==> config.mk <==
export PLATFORM = sky130hd
export DESIGN_NAME = ring_osc_cal_ctrl
export DESIGN_NICKNAME = d
export VERILOG_FILES = /design/src/rtl/ring_osc_cal_ctrl_pkg.sv /design/src/rtl/ring_osc_cal_ctrl_freq_window_counter.sv /design/src/rtl/ring_osc_cal_ctrl.sv
export SDC_FILE = /design/constraint.sdc
export NUM_CORES = 1
export LEC_CHECK = 0
export CORE_MARGIN = 5
export CORE_UTILIZATION = 55
export DETAILED_ROUTE_END_ITERATION = 7
export GPL_TIMING_DRIVEN = 0
export PLACE_DENSITY = 0.79
export SETUP_SLACK_MARGIN = 0.02
export SYNTH_ARGS = -nofsm -noshare
export SYNTH_HDL_FRONTEND = slang
export SYNTH_SLANG_ARGS = --single-unit
==> constraint.sdc <==
create_clock -name clk_i -period 8.4 [get_ports clk_i]
set_input_delay 2.52 -clock clk_i [delete_from_list [all_inputs] [get_ports clk_i]]
set_output_delay 2.52 -clock clk_i [all_outputs]
set_load 0.02 [all_outputs]
==> src/rtl/ring_osc_cal_ctrl_pkg.sv <==
// Shared state encoding and default parameter values for the ring oscillator
// calibration sequencer and the ADPLL top level.
package ring_osc_cal_ctrl_pkg;

    typedef enum logic [2:0] {
        StIdle    = 3'd0,
        StOscRst  = 3'd1,
        StSettle  = 3'd2,
        StMeasure = 3'd3,
        StEval    = 3'd4,
        StFail    = 3'd5
    } state_e;

    localparam int unsigned DefCtrlWidth    = 5;
    localparam int unsigned DefCntWidth     = 16;
    localparam int unsigned DefWindowCycles = 1024;
    localparam int unsigned DefSettleCycles = 16;
    localparam int unsigned DefResetCycles  = 4;
    localparam int unsigned DefMaxIter      = 64;
    localparam int unsigned DefInitCode     = 0;

endpackage

==> src/rtl/ring_osc_cal_ctrl_freq_window_counter.sv <==
// Fixed-length measurement window: counts osc edge pulses over WINDOW_CYCLES
// reference cycles, starting with the cycle in which start is high.
module freq_window_counter
    import ring_osc_cal_ctrl_pkg::*;
#(
    parameter int unsigned CNT_WIDTH     = DefCntWidth,
    parameter int unsigned WINDOW_CYCLES = DefWindowCycles
) (
    input  logic                 clk,
    input  logic                 rst_n,
    input  logic                 start,
    input  logic                 osc_edge,
    output logic                 done,
    output logic [CNT_WIDTH-1:0] count
);

    localparam int unsigned TimerW = $clog2(WINDOW_CYCLES);

    logic              running_q;
    logic [TimerW-1:0] timer_q;
    logic [CNT_WIDTH-1:0] count_q;

    // High during the last cycle of the window; count is final on the next cycle.
    assign done  = running_q && !start && (timer_q == TimerW'(WINDOW_CYCLES - 1));
    assign count = count_q;

    always_ff @(posedge clk or negedge rst_n) begin
        if (!rst_n) begin
            running_q <= 1'b0;
            timer_q   <= '0;
            count_q   <= '0;
        end else if (start) begin
            running_q <= 1'b1;
            timer_q   <= TimerW'(1);
            count_q   <= {{(CNT_WIDTH - 1){1'b0}}, osc_edge};
        end else if (running_q) begin
            if (osc_edge && (count_q != {CNT_WIDTH{1'b1}})) begin
                count_q <= count_q + CNT_WIDTH'(1);
            end
            if (done) begin
                running_q <= 1'b0;
            end else begin
                timer_q <= timer_q + TimerW'(1);
            end
        end
    end

endmodule

==> src/rtl/ring_osc_cal_ctrl.sv <==
// Closed-loop calibration/tracking sequencer for the ring oscillator: steps
// freq_sel until the measured edge count is within tolerance of the target.
module ring_osc_cal_ctrl
    import ring_osc_cal_ctrl_pkg::*;
#(
    parameter int unsigned CTRL_WIDTH    = DefCtrlWidth,
    parameter int unsigned CNT_WIDTH     = DefCntWidth,
    parameter int unsigned WINDOW_CYCLES = DefWindowCycles,
    parameter int unsigned SETTLE_CYCLES = DefSettleCycles,
    parameter int unsigned RESET_CYCLES  = DefResetCycles,
    parameter int unsigned MAX_ITER      = DefMaxIter,
    parameter int unsigned INIT_CODE     = DefInitCode
) (
    input  logic                  clk_i,
    input  logic                  reset_n_i,
    input  logic                  start_i,
    input  logic                  stop_i,
    input  logic [CNT_WIDTH-1:0]  target_i,
    input  logic [CNT_WIDTH-1:0]  tol_i,
    input  logic                  osc_edge_i,
    output logic                  osc_enable_o,
    output logic                  osc_reset_o,
    output logic [CTRL_WIDTH-1:0] freq_sel_o,
    output logic [CNT_WIDTH-1:0]  meas_count_o,
    output logic                  meas_valid_o,
    output logic                  locked_o,
    output logic                  fail_o,
    output logic                  busy_o
);

    localparam int unsigned TimerMax = (RESET_CYCLES > SETTLE_CYCLES) ? RESET_CYCLES
                                                                      : SETTLE_CYCLES;
    localparam int unsigned TimerW   = ($clog2(TimerMax) > 0) ? $clog2(TimerMax) : 1;
    localparam int unsigned IterW    = $clog2(MAX_ITER + 1);

    state_e                 state_q;
    logic [TimerW-1:0]      timer_q;
    logic [IterW-1:0]       iter_q;
    logic [IterW-1:0]       iter_inc;
    logic                   win_start_q;
    logic                   win_done;
    logic [CNT_WIDTH-1:0]   win_count;
    logic                   osc_enable_q, osc_reset_q, meas_valid_q, locked_q, fail_q, busy_q;
    logic [CTRL_WIDTH-1:0]  freq_sel_q;
    logic [CNT_WIDTH-1:0]   meas_count_q;

    logic signed [CNT_WIDTH:0] cmp_diff;
    logic [CNT_WIDTH:0]        abs_diff;
    logic                      in_tol, too_low, at_limit;

    freq_window_counter #(
        .CNT_WIDTH     (CNT_WIDTH),
        .WINDOW_CYCLES (WINDOW_CYCLES)
    ) u_window (
        .clk      (clk_i),
        .rst_n    (reset_n_i),
        .start    (win_start_q),
        .osc_edge (osc_edge_i),
        .done     (win_done),
        .count    (win_count)
    );

    always_comb begin
        cmp_diff = $signed({1'b0, win_count}) - $signed({1'b0, target_i});
        abs_diff = cmp_diff[CNT_WIDTH] ? $unsigned(-cmp_diff) : $unsigned(cmp_diff);
        in_tol   = abs_diff <= {1'b0, tol_i};
        too_low  = cmp_diff[CNT_WIDTH];
        at_limit = too_low ? (freq_sel_q == {CTRL_WIDTH{1'b1}}) : (freq_sel_q == '0);
        iter_inc = iter_q + IterW'(1);
    end

    always_ff @(posedge clk_i or negedge reset_n_i) begin
        if (!reset_n_i) begin
            state_q      <= StIdle;
            timer_q      <= '0;
            iter_q       <= '0;
            win_start_q  <= 1'b0;
            osc_enable_q <= 1'b0;
            osc_reset_q  <= 1'b1;
            freq_sel_q   <= CTRL_WIDTH'(INIT_CODE);
            meas_count_q <= '0;
            meas_valid_q <= 1'b0;
            locked_q     <= 1'b0;
            fail_q       <= 1'b0;
            busy_q       <= 1'b0;
        end else begin
            meas_valid_q <= 1'b0;
            win_start_q  <= 1'b0;
            if (stop_i) begin
                state_q      <= StIdle;
                osc_enable_q <= 1'b0;
                osc_reset_q  <= 1'b1;
                locked_q     <= 1'b0;
                fail_q       <= 1'b0;
                busy_q       <= 1'b0;
            end else begin
                unique case (state_q)
                    StIdle, StFail: begin
                        if (start_i) begin
                            state_q      <= StOscRst;
                            timer_q      <= '0;
                            iter_q       <= '0;
                            freq_sel_q   <= CTRL_WIDTH'(INIT_CODE);
                            osc_enable_q <= 1'b0;
                            osc_reset_q  <= 1'b1;
                            locked_q     <= 1'b0;
                            fail_q       <= 1'b0;
                            busy_q       <= 1'b1;
                        end
                    end
                    StOscRst: begin
                        if (timer_q == TimerW'(RESET_CYCLES - 1)) begin
                            state_q      <= StSettle;
                            timer_q      <= '0;
                            osc_reset_q  <= 1'b0;
                            osc_enable_q <= 1'b1;
                        end else begin
                            timer_q <= timer_q + TimerW'(1);
                        end
                    end
                    StSettle: begin
                        if (timer_q == TimerW'(SETTLE_CYCLES - 1)) begin
                            state_q     <= StMeasure;
                            win_start_q <= 1'b1;
                        end else begin
                            timer_q <= timer_q + TimerW'(1);
                        end
                    end
                    StMeasure: begin
                        if (win_done) begin
                            state_q <= StEval;
                        end
                    end
                    StEval: begin
                        meas_count_q <= win_count;
                        meas_valid_q <= 1'b1;
                        if (in_tol) begin
                            // Tracking: re-measure at the same code without settling.
                            locked_q    <= 1'b1;
                            iter_q      <= '0;
                            state_q     <= StMeasure;
                            win_start_q <= 1'b1;
                        end else begin
                            locked_q <= 1'b0;
                            if (!at_limit) begin
                                freq_sel_q <= too_low ? freq_sel_q + CTRL_WIDTH'(1)
                                                      : freq_sel_q - CTRL_WIDTH'(1);
                                iter_q     <= iter_inc;
                                timer_q    <= '0;
                            end
                            if (at_limit || (iter_inc == IterW'(MAX_ITER))) begin
                                state_q      <= StFail;
                                fail_q       <= 1'b1;
                                busy_q       <= 1'b0;
                                osc_enable_q <= 1'b0;
                                osc_reset_q  <= 1'b1;
                            end else begin
                                state_q <= StSettle;
                            end
                        end
                    end
                    default: state_q <= StIdle;
                endcase
            end
        end
    end

    assign osc_enable_o = osc_enable_q;
    assign osc_reset_o  = osc_reset_q;
    assign freq_sel_o   = freq_sel_q;
    assign meas_count_o = meas_count_q;
    assign meas_valid_o = meas_valid_q;
    assign locked_o     = locked_q;
    assign fail_o       = fail_q;
    assign busy_o       = busy_q;

endmodule
After elaboration in Yosys (flattened, before gate mapping). Cells that the tools add are included.

Add/subtract/negate cells: 8. $lt $le $gt $ge: 1. Equality and inequality tests: 23. Mux-type cells: 58. Bitwise logic cells: 1. Reduce and logical (&&, ||, !) cells: 24.

Operators with widths (count): 2-to-1 mux 16 bit (3); 2-to-1 mux 10 bit (3); 2-to-1 mux 1 bit (22); 2-to-1 mux 3 bit (7); 2-to-1 mux 7 bit (3); 2-to-1 mux 4 bit (5); 2-to-1 mux 5 bit (4); inequality test 3 bit, second input constant (6); less-or-equal comparator 17 x 16 -> 1 bit (1); 2-to-1 mux 17 bit (1); negation 17 bit (1); subtractor 16 x 16 -> 17 bit (1); adder 16 x 1 -> 16 bit, second input constant (1); inequality test 16 bit, second input constant (1); one-hot mux 4 bit (4 select lines) (1); one-hot mux 3 bit (5 select lines) (1); one-hot mux 7 bit (2 select lines) (1); AND reduction 4 bit (3); adder 10 x 1 -> 10 bit, second input constant (1); == test 10 bit, second input constant (1); inequality test 2 bit, second input constant (5); one-hot mux 5 bit (2 select lines) (1); AND reduction 5 bit (2); one-hot mux 1 bit (2 select lines) (4); 25 further kinds (36).

Register bits: 69. Input bits: 37. Logic and storage cells: 130.

Longest topological paths before layout. Gate-level depths: netlist of the first run.

Depth in word-level cells: 7. Gate-level depth with buffers: 22. Mapped depth without buffers: 22.

By module. Synthesis of the first run repeated with hierarchy kept, for this count alone.

Cells, all modules: 639. Area total of the unflattened synthesis: 5496.5 um2.

Modules (own cells, without submodules): ring_osc_cal_ctrl (times used 1, cells each 490, area each 4081.4 um2, sequential area each 1052.3 um2); freq_window_counter (times used 1, cells each 149, area each 1415.1 um2, sequential area each 675.6 um2).

Least setup slack after synthesis of the first run. No wires, ideal clock.

Path kind: input port to flip-flop. Start: input target_i[0]. End: register freq_sel_q[0] (netlist: freq_sel_o[0]). Setup time: 125 ps. Data arrival time: 6592 ps. Data required time: 8275 ps. Path slack: 1684 ps. Cell stages on the path: 20. Buffers on the path: 0. Cells stage by stage: ha_1 -> fa_1 -> nand2b_1 -> a21oi_2 -> nor3_1 -> o311a_1 -> a211o_1 -> nor4_4 -> nor2_1 -> xor2_1 -> ha_1 -> nand4_1 -> nor3_1 -> o31ai_1 -> o311ai_0 -> o221ai_1 -> a311oi_1 -> a311oi_2 -> nand2b_1 -> mux2_2.

Word-level cells in the longest chain between the ends: 6.

Ends and longest elaborated chain: start, declared (RTL line ring_osc_cal_ctrl.sv:18) `input logic [CNT_WIDTH-1:0] target_i,`; subtractor 16 x 16 -> 17 bit * (RTL line ring_osc_cal_ctrl.sv:64) `cmp_diff = $signed({1'b0, win_count}) - $signed({1'b0, target_i});`; negation 17 bit (RTL line ring_osc_cal_ctrl.sv:65) `abs_diff = cmp_diff[CNT_WIDTH] ? $unsigned(-cmp_diff) : $unsigned(cmp_diff);`; 2-to-1 mux 17 bit (RTL line ring_osc_cal_ctrl.sv:65); less-or-equal comparator 17 x 16 -> 1 bit (RTL line ring_osc_cal_ctrl.sv:66) `in_tol = abs_diff <= {1'b0, tol_i};`; inequality test 2 bit (no line); AND reduction 5 bit (no line); end signal, assigned (RTL line ring_osc_cal_ctrl.sv:80) `freq_sel_q <= CTRL_WIDTH'(INIT_CODE);`; end signal, assigned (RTL line ring_osc_cal_ctrl.sv:103) `freq_sel_q <= CTRL_WIDTH'(INIT_CODE);`; end signal, assigned (RTL line ring_osc_cal_ctrl.sv:146) `freq_sel_q <= too_low ? freq_sel_q + CTRL_WIDTH'(1)`; end, declared (RTL line ring_osc_cal_ctrl.sv:44) `logic [CTRL_WIDTH-1:0] freq_sel_q;`.

Every way passes the cells marked *; elsewhere a longest branch is shown, timed or not. The select of a mux whose other input is x is not followed. A chain may end at the register's enable or synchronous reset.

Worst setup path in the final report of the first run.
Start: input target_i[0]. End: register timer_q[2].

Word-level cells in the longest chain between the ends: 6.

Ends and longest elaborated chain: subtractor 16 x 16 -> 17 bit * (RTL line ring_osc_cal_ctrl.sv:64); negation 17 bit (RTL line ring_osc_cal_ctrl.sv:65); 2-to-1 mux 17 bit (RTL line ring_osc_cal_ctrl.sv:65); less-or-equal comparator 17 x 16 -> 1 bit (RTL line ring_osc_cal_ctrl.sv:66); inequality test 2 bit (no line); AND reduction 6 bit (no line) *; end signal, assigned (RTL line ring_osc_cal_ctrl.sv:118) `timer_q <= timer_q + TimerW'(1);`; end signal, assigned (RTL line ring_osc_cal_ctrl.sv:126) `timer_q <= timer_q + TimerW'(1);`; end, declared (RTL line ring_osc_cal_ctrl.sv:37) `logic [TimerW-1:0] timer_q;`.

Every way passes the cells marked *; elsewhere a longest branch is shown, timed or not.

==> results of run 1 <==
per-stage QoR:
| stage | util [%] | instances |
|---|---|---|
| 2_1_floorplan | - | 602 |
| 3_3_place_gp | 63.8 | 797 |
| 3_5_place_dp | 63.7 | 797 |
| 4_1_cts | 66.4 | 813 |
| 5_1_grt | 66.4 | 813 |
| 6_report | 66.4 | 813 |
placed cells by master, fill, tap and decap left out, types with 3 or more instances in the layout:
| cell type | n |
|---|---|
| xor2_1 | 22 |
| a21oi_2 | 3 |
| nand3_1 | 18 |
| o21ai_1 | 3 |
| o211ai_1 | 3 |
| nand2b_1 | 6 |
| mux2i_1 | 4 |
| a211o_1 | 3 |
| a22o_1 | 6 |
| nor2b_1 | 9 |
| clkbuf_8 | 11 |
| o311a_1 | 3 |
| xnor2_1 | 21 |
| a21o_1 | 12 |
| nand2_1 | 46 |
| nor3_1 | 19 |
| clkbuf_1 | 15 |
| nor2_1 | 63 |
| a31oi_1 | 7 |
| bufinv_16 | 3 |
| o21ai_0 | 26 |
| ha_1 | 40 |
| buf_6 | 3 |
| clkdlybuf4s50_1 | 61 |
| inv_1 | 41 |
| or4_1 | 3 |
| a211oi_1 | 4 |
| mux2_2 | 16 |
| dfrtp_1 | 68 |
| and3_1 | 6 |
| or3_1 | 10 |
| or2_2 | 5 |
| a21oi_1 | 25 |
| o21a_1 | 8 |
| o31ai_1 | 8 |
| buf_2 | 4 |
| nand4_1 | 14 |
| nor3b_1 | 3 |
tightest hold or removal path: cells and delay by family, from the launching register on:
kind	cells	cell delay [ps]
flip-flops	1	350
AO/OA/AOI/OAI	1	60
AND/OR/NAND/NOR	1	50
kinds of logic after synthesis:
family | count (synthesis)
adders and majority gates | 42
muxes | 20
AOI/OAI and AO/OA | 146
DFF | 69
buffers and inverters | 64
and+or+nand+nor | 218
xor gates and xnor gates | 43
path summary, 6_finish.rpt:
path	startpoint	end	slack [ps]	depth (start not counted)
worst min register to register	meas_count_o[0]	meas_count_o[0]	500	2
min in group asynchronous	reset_n_i	iter_q[4]	2270	1
worst max register to register	u_window.count[0]	timer_q[2]	2790	21
worst max-delay path	target_i[0]	timer_q[2]	750	21
max in group asynchronous	reset_n_i	u_window.count[12]	5530	1
worst min-delay path	meas_count_o[0]	meas_count_o[0]	500	2
sequential cells by signal, indices dropped and copies added (netlist names):
signal	flops
busy_o	1
fail_o	1
freq_sel_o	5
iter_q	7
locked_o	1
meas_count_o	16
meas_valid_o	1
osc_enable_o	1
osc_reset_o	1
state_q	3
timer_q	4
u_window.count	16
u_window.running_q	1
u_window.timer_q	10
win_start_q	1
where the power goes:
part | internal [mW] | total [mW] | switching, mW
registers | 0.392 | 0.452 | 0.0600
clock network | 0.214 | 0.348 | 0.134
logic | 0.286 | 0.677 | 0.391
metal layers:
metal  up-vias  share of wire [%]
met5         -                  0
met4         0                1.4
met3        14                4.3
met2       134                 50
met1      2296                 44
li1       2322                  -
final cells by class:
cell class                      count  area share (%)
Multi-Input combinational cell    469            52.3
Sequential cell                    69            27.1
Timing Repair Buffer               62            9.70
Tap cell                          133            2.61
Inverter                           42            2.47
Clock buffer                       11            2.38
Buffer                             22            1.73
Clock inverter                      5            1.67
==> impl_metrics.py, run 1 <==
metrics = {
    "die": {
        "placementRows": 36,
        "io_pins": 64,
        "die_w_um": 108,
        "initial_core_util_pct": 55.6,
        "fp.coreArea_um2": 9590,
        "dieArea_um2": 11800,
        "die_h_um": 108,
    },
    "yosys": {
        "synthAdderAreaFrac_pct": 10.1,
        "synth_compound_area_share_pct": 20.3,
        "synth_ff_type": "dfrtp_1",
        "avgSynthCellArea_um2": 8.85,
        "synth_edf_count": 0,
        "syn_area_um2": 5330,
        "synthCells": 602,
        "synth-simple-area-share_pct": 20.9,
        "muxShareOfSynthArea_pct": 4.13,
        "yosysUniqueCellTypes": 78,
        "synth_top_family_by_area": "simple AND/OR/NAND/NOR gates",
        "synth-seq-cells": 69,
        "synthTopCellsByArea": "dfrtp_1, ha_1, nor2_1",
        "yosysMostFrequentCell": "dfrtp_1",
        "ys_top_cells_by_count": "dfrtp_1, nor2_1, nand2_1, inv_1, ha_1",
        "synth_top_area_cell": "dfrtp_1",
        "yosysTopAreaCellShare_pct": 31.9,
        "syn_nets": 681,
        "async_flop_share_pct": 100,
        "seq_area_frac_synth_pct": 32.4,
        "synth_warnings": 0,
        "synth_xor_xnor_area_share_pct": 7.07,
    },
    "clock_tree": {
        "clk_latency_ps": 340,
        "cts_hold_buf": 0,
        "cts.clk_slew.worst_paths_ps": 70,
        "root_buffer": "clkbuf_8",
        "cts_resized": 0,
        "cts-buffers-inserted": 9,
        "cts.sink_count": 69,
        "cts_buffer_depth": 2,
        "cts_setup_buffers": 0,
        "cts_tree": "built",
        "htree_levels": 3,
    },
    "timing": {
        "timing.hold.ws_ps": 498,
        "fin_tns_setup_ps": 0,
        "hold_viol": 0,
        "slew_headroom_pct": 26.6,
        "clock.fmax_ghz": 0.131,
        "fin_crit_ps": 7650,
        "layout_setup_ws_ps": 749,
        "rsz0062_at_grt": "no",
        "post-route-period-util_pct": 91.1,
        "skew_ps": 13.7,
        "finalMaxSlewViolations": 0,
        "tightest_slew_ps": 1090,
        "finalSetupViolCount": 0,
    },
    "global_route": {
        "grt_pass1_wl_um": 22000,
        "gr-usage-all-layers_pct": 23.1,
        "antenna_found_initial": 0,
        "grt_use_met3_pct": 3.70,
        "grt-ovfl-total": 0,
        "grt_pass1_vias": 4727,
        "grt_max_degree": 70,
        "use_met1_pct": 29.7,
        "use_met2_pct": 39.9,
        "gr-max-usage-layer": "met2",
    },
    "placed_design": {
        "place_area_um2": 6110,
        "dp_hpwl_um": 10000,
        "io_buffers": 62,
        "post-place-ws_ps": 524,
        "globalplace.congestion": 0.884,
    },
    "route": {
        "drtIter0Drc": 263,
        "ant_nets": 0,
        "drc": 0,
        "wl_um": 13200,
        "viasPerCell": 5.86,
        "drt_first_pass_iters": 5,
        "avgRoutedWirePerCell_um": 16.3,
        "dr_total_vias": 4766,
    },
    "pwr": {
        "cellLeakagePower_nw": 2.90,
        "p_total_mw": 1.48,
        "p_per_area_nw_per_um2": 232,
        "irDropWorstVdd_mv": 0.151,
    },
    "finish": {
        "ff_latch_area_um2": 1730,
        "area_growth_pct": 19.6,
        "drive_gt1_share_pct": 10.0,
        "nFillCells": 805,
        "antenna_cells": 0,
        "nNetsFinal": 754,
        "multi_input_area_um2": 3330,
        "stdcell_area_um2": 6370,
    },
    "critical_path": {
        "cp_data_arrival_time_ps": 7840,
        "crit_path_start_kind": "primary input",
        "crit_fanout": 6,
        "path_delay_family": "compound AO/OA/AOI/OAI gates",
        "worst_path_largest_cell_delay_ps": 430,
        "critPathKind": "primary input to register",
        "crit_path_top_delay_cell": "clkdlybuf4s50_1",
        "worstPathCellList": "clkdlybuf4s50_1 > ha_1 > fa_1 > nand2b_1 > a21oi_2 > nor3_1 > o311a_1 > a211o_1 > nor4_4 > nor2_1 > xor2_1 > ha_1 > nand4_1 > nor3_1 > o31ai_1 > o311ai_0 > o221ai_1 > a311oi_1 > a311oi_2 > nor2b_1 > o221ai_1",
        "cp.buffers_inverters": 1,
        "worst_setup_path_end_kind": "register",
        "critPathRequiredTime_ps": 8590,
    },
    "run": {
        "cap_violations": 0,
    },
    "min_path": {
        "hp-class": "register to register",
    },
    "run_status": {
        "status": "finished, final reports clean",
    },
}
No activity file was read; power rests on OpenSTA's default activity.
==> run 2: changes to the inputs <==
HOLD_SLACK_MARGIN = 0.12   (was not set)
SKIP_CTS_REPAIR_TIMING = 1   (was not set)
==> results of run 2 <==
Final layout, timing and power as in run 1 (identical DEF).
==> run 3: changes to the inputs <==
CORE_ASPECT_RATIO = 2   (was not set)
==> run 3 against run 2 <==
  * Cell count fell by 0.12%
  * Critical path type unchanged
  * Count of clock-buffer cells in the layout fell by 2
  * Sequential cell count did not move
  * Critical endpoint unchanged
  * Sequential share of layout area fell by 0.27 points
  * Hold slack improved by 7.2 ps
  * Largest power group unchanged
==> impl_metrics.py, run 3 (synthesis results as in run 1) <==
metrics = {
    "run_status": {
        "status": "finished, final reports clean",
    },
    "timing": {
        "tightest_slew_ps": 1100,
        "fin_tns_setup_ps": 0,
        "fin_crit_ps": 7680,
        "slew_headroom_pct": 26.2,
        "post-route-period-util_pct": 91.4,
        "skew_ps": 6.39,
        "finalSetupViolCount": 0,
        "clock.fmax_ghz": 0.130,
        "layout_setup_ws_ps": 724,
        "rsz0062_at_grt": "no",
        "hold_viol": 0,
        "finalMaxSlewViolations": 0,
    },
    "critical_path": {
        "critPathKind": "primary input to register",
        "crit_fanout": 13,
        "worstPathCellList": "clkdlybuf4s50_1 > ha_1 > fa_1 > nand2b_1 > a21o_1 > a211oi_1 > o41a_1 > nor2_2 > inv_2 > buf_2 > a21oi_1 > xnor2_1 > ha_1 > a21o_1 > a21o_1 > a21oi_1 > o311ai_0 > o221ai_1 > a311oi_1 > a311oi_2 > nor2b_1 > o221ai_1",
        "critPathRequiredTime_ps": 8650,
        "crit_top_cell": "a21o_1",
        "cp.buffers_inverters": 3,
        "cp_data_arrival_time_ps": 7930,
        "worst_setup_path_end_kind": "register",
        "path_delay_family": "compound AO/OA/AOI/OAI gates",
        "ff2ff_setup_slack_ps": 2830,
        "crit_path_start_kind": "primary input",
        "crit_path_top_delay_cell": "a211oi_1",
        "worst_path_largest_cell_delay_ps": 570,
    },
    "route": {
        "avgRoutedWirePerCell_um": 17.4,
        "viasPerCell": 5.89,
        "drt_first_pass_iters": 4,
        "dr_total_vias": 4786,
        "ant_nets": 0,
        "drc": 0,
        "drtIter0Drc": 181,
        "wl_um": 14200,
    },
    "pwr": {
        "p_per_area_nw_per_um2": 240,
        "p_total_mw": 1.54,
        "cellLeakagePower_nw": 2.92,
        "irDropWorstVdd_mv": 0.257,
    },
    "placed_design": {
        "place_inst": 796,
        "dp_hpwl_um": 11200,
        "globalplace.congestion": 0.947,
        "io_buffers": 62,
        "post-place-ws_ps": 429,
    },
    "global_route": {
        "gr-usage-all-layers_pct": 25.0,
        "grt_max_degree": 70,
        "grt_pass1_vias": 5003,
        "grt_pass1_wl_um": 23300,
        "antenna_found_initial": 0,
        "grt-ovfl-total": 0,
    },
    "finish": {
        "drive_gt1_share_pct": 10.0,
        "area_growth_pct": 20.8,
        "final_cell_mix": "dfrtp_1, nor2_1, clkdlybuf4s50_1",
        "stdcell_count": 812,
        "final_common_cell": "dfrtp_1",
        "antenna_cells": 0,
        "nNetsFinal": 754,
    },
    "die": {
        "io_pins": 64,
        "die_h_um": 149,
        "initial_core_util_pct": 55.3,
        "die_w_um": 79.6,
        "dieArea_um2": 11900,
        "placementRows": 51,
        "fp.coreArea_um2": 9640,
    },
    "min_path": {
        "hp-class": "register to register",
    },
    "clock_tree": {
        "cts_buffer_depth": 2,
        "cts-buffers-inserted": 9,
        "htree_levels": 3,
        "clk_latency_ps": 330,
        "cts_tree": "built",
        "cts.clk_slew.worst_paths_ps": 60,
        "root_buffer": "clkbuf_16",
        "cts.sink_count": 69,
    },
    "run": {
        "cap_violations": 0,
    },
}
==> run 3: changes by cell type in the layout (fill, tap and decap cells not counted), sizes merged <==
cell / before / now
clkinvlp: 1 / 4
clkbuf: 26 / 24
bufinv: 3 / 2
clkinv: 1 / 0
inv: 42 / 43
==> run 3: final cells by class <==
cell class | count | area [µm²]
Multi-Input combinational cell | 469 | 3330
Tap cell | 132 | 165
Inverter | 42 | 158
Clock buffer | 9 | 225
Fill cell | 773 | 3200
Timing Repair Buffer | 62 | 618
Sequential cell | 69 | 1730
Clock inverter | 7 | 98.8
Buffer | 22 | 110
==> run 3: stage by stage <==
step           util [%]  hold WS (ps)  instance area, µm²
3_3_place_gp       63.5           479                6120
5_1_grt            66.8           530                6440
6_report           66.8           505                6440
4_1_cts            66.8           501                6440
3_5_place_dp       63.4           479                6110
2_1_floorplan         -           479                5330
==> run 3: where the power goes <==
group | total [mW] | leakage, nW | internal [mW] | switching, mW
clock | 0.409 | 0.144 | 0.261 | 0.148
sequential | 0.451 | 0.928 | 0.392 | 0.0589
combinational | 0.684 | 1.84 | 0.286 | 0.398
total | 1.54 | 2.92 | 0.939 | 0.605
==> run 3: worst register-to-register path, stage by stage (launching register included) <==
cell	delay, ps
dfrtp_1	420
inv_1	110
ha_1	220
fa_1	400
nand2b_1	260
a21o_1	230
a211oi_1	570
o41a_1	300
nor2_2	70
inv_2	60
buf_2	270
a21oi_1	100
xnor2_1	140
ha_1	300
a21o_1	180
a21o_1	170
a21oi_1	250
o311ai_0	150
o221ai_1	260
a311oi_1	100
a311oi_2	530
nor2b_1	200
o221ai_1	200
==> run 3: routing by layer <==
layer / vias up / GRT usage [%] / part of all wire [%] / wire [µm]
met3: 35 / 2.66 / 3.0 / 419
met5: - / 0 / 0 / 0
li1: 2323 / - / - / -
met4: 0 / 15.1 / 5.0 / 710
met2: 123 / 47.3 / 56 / 7920
met1: 2305 / 25.2 / 36 / 5100
==> run 3: worst paths after layout <==
check / startpoint / end / depth (start not counted)
max: target_i[0] / timer_q[2] / 22
min: meas_count_o[0] / meas_count_o[0] / 2
max reg2reg: u_window.count[0] / timer_q[2] / 22
min reg2reg: meas_count_o[0] / meas_count_o[0] / 2
max in group asynchronous: reset_n_i / meas_count_o[10] / 1
min in group asynchronous: reset_n_i / osc_enable_o / 1
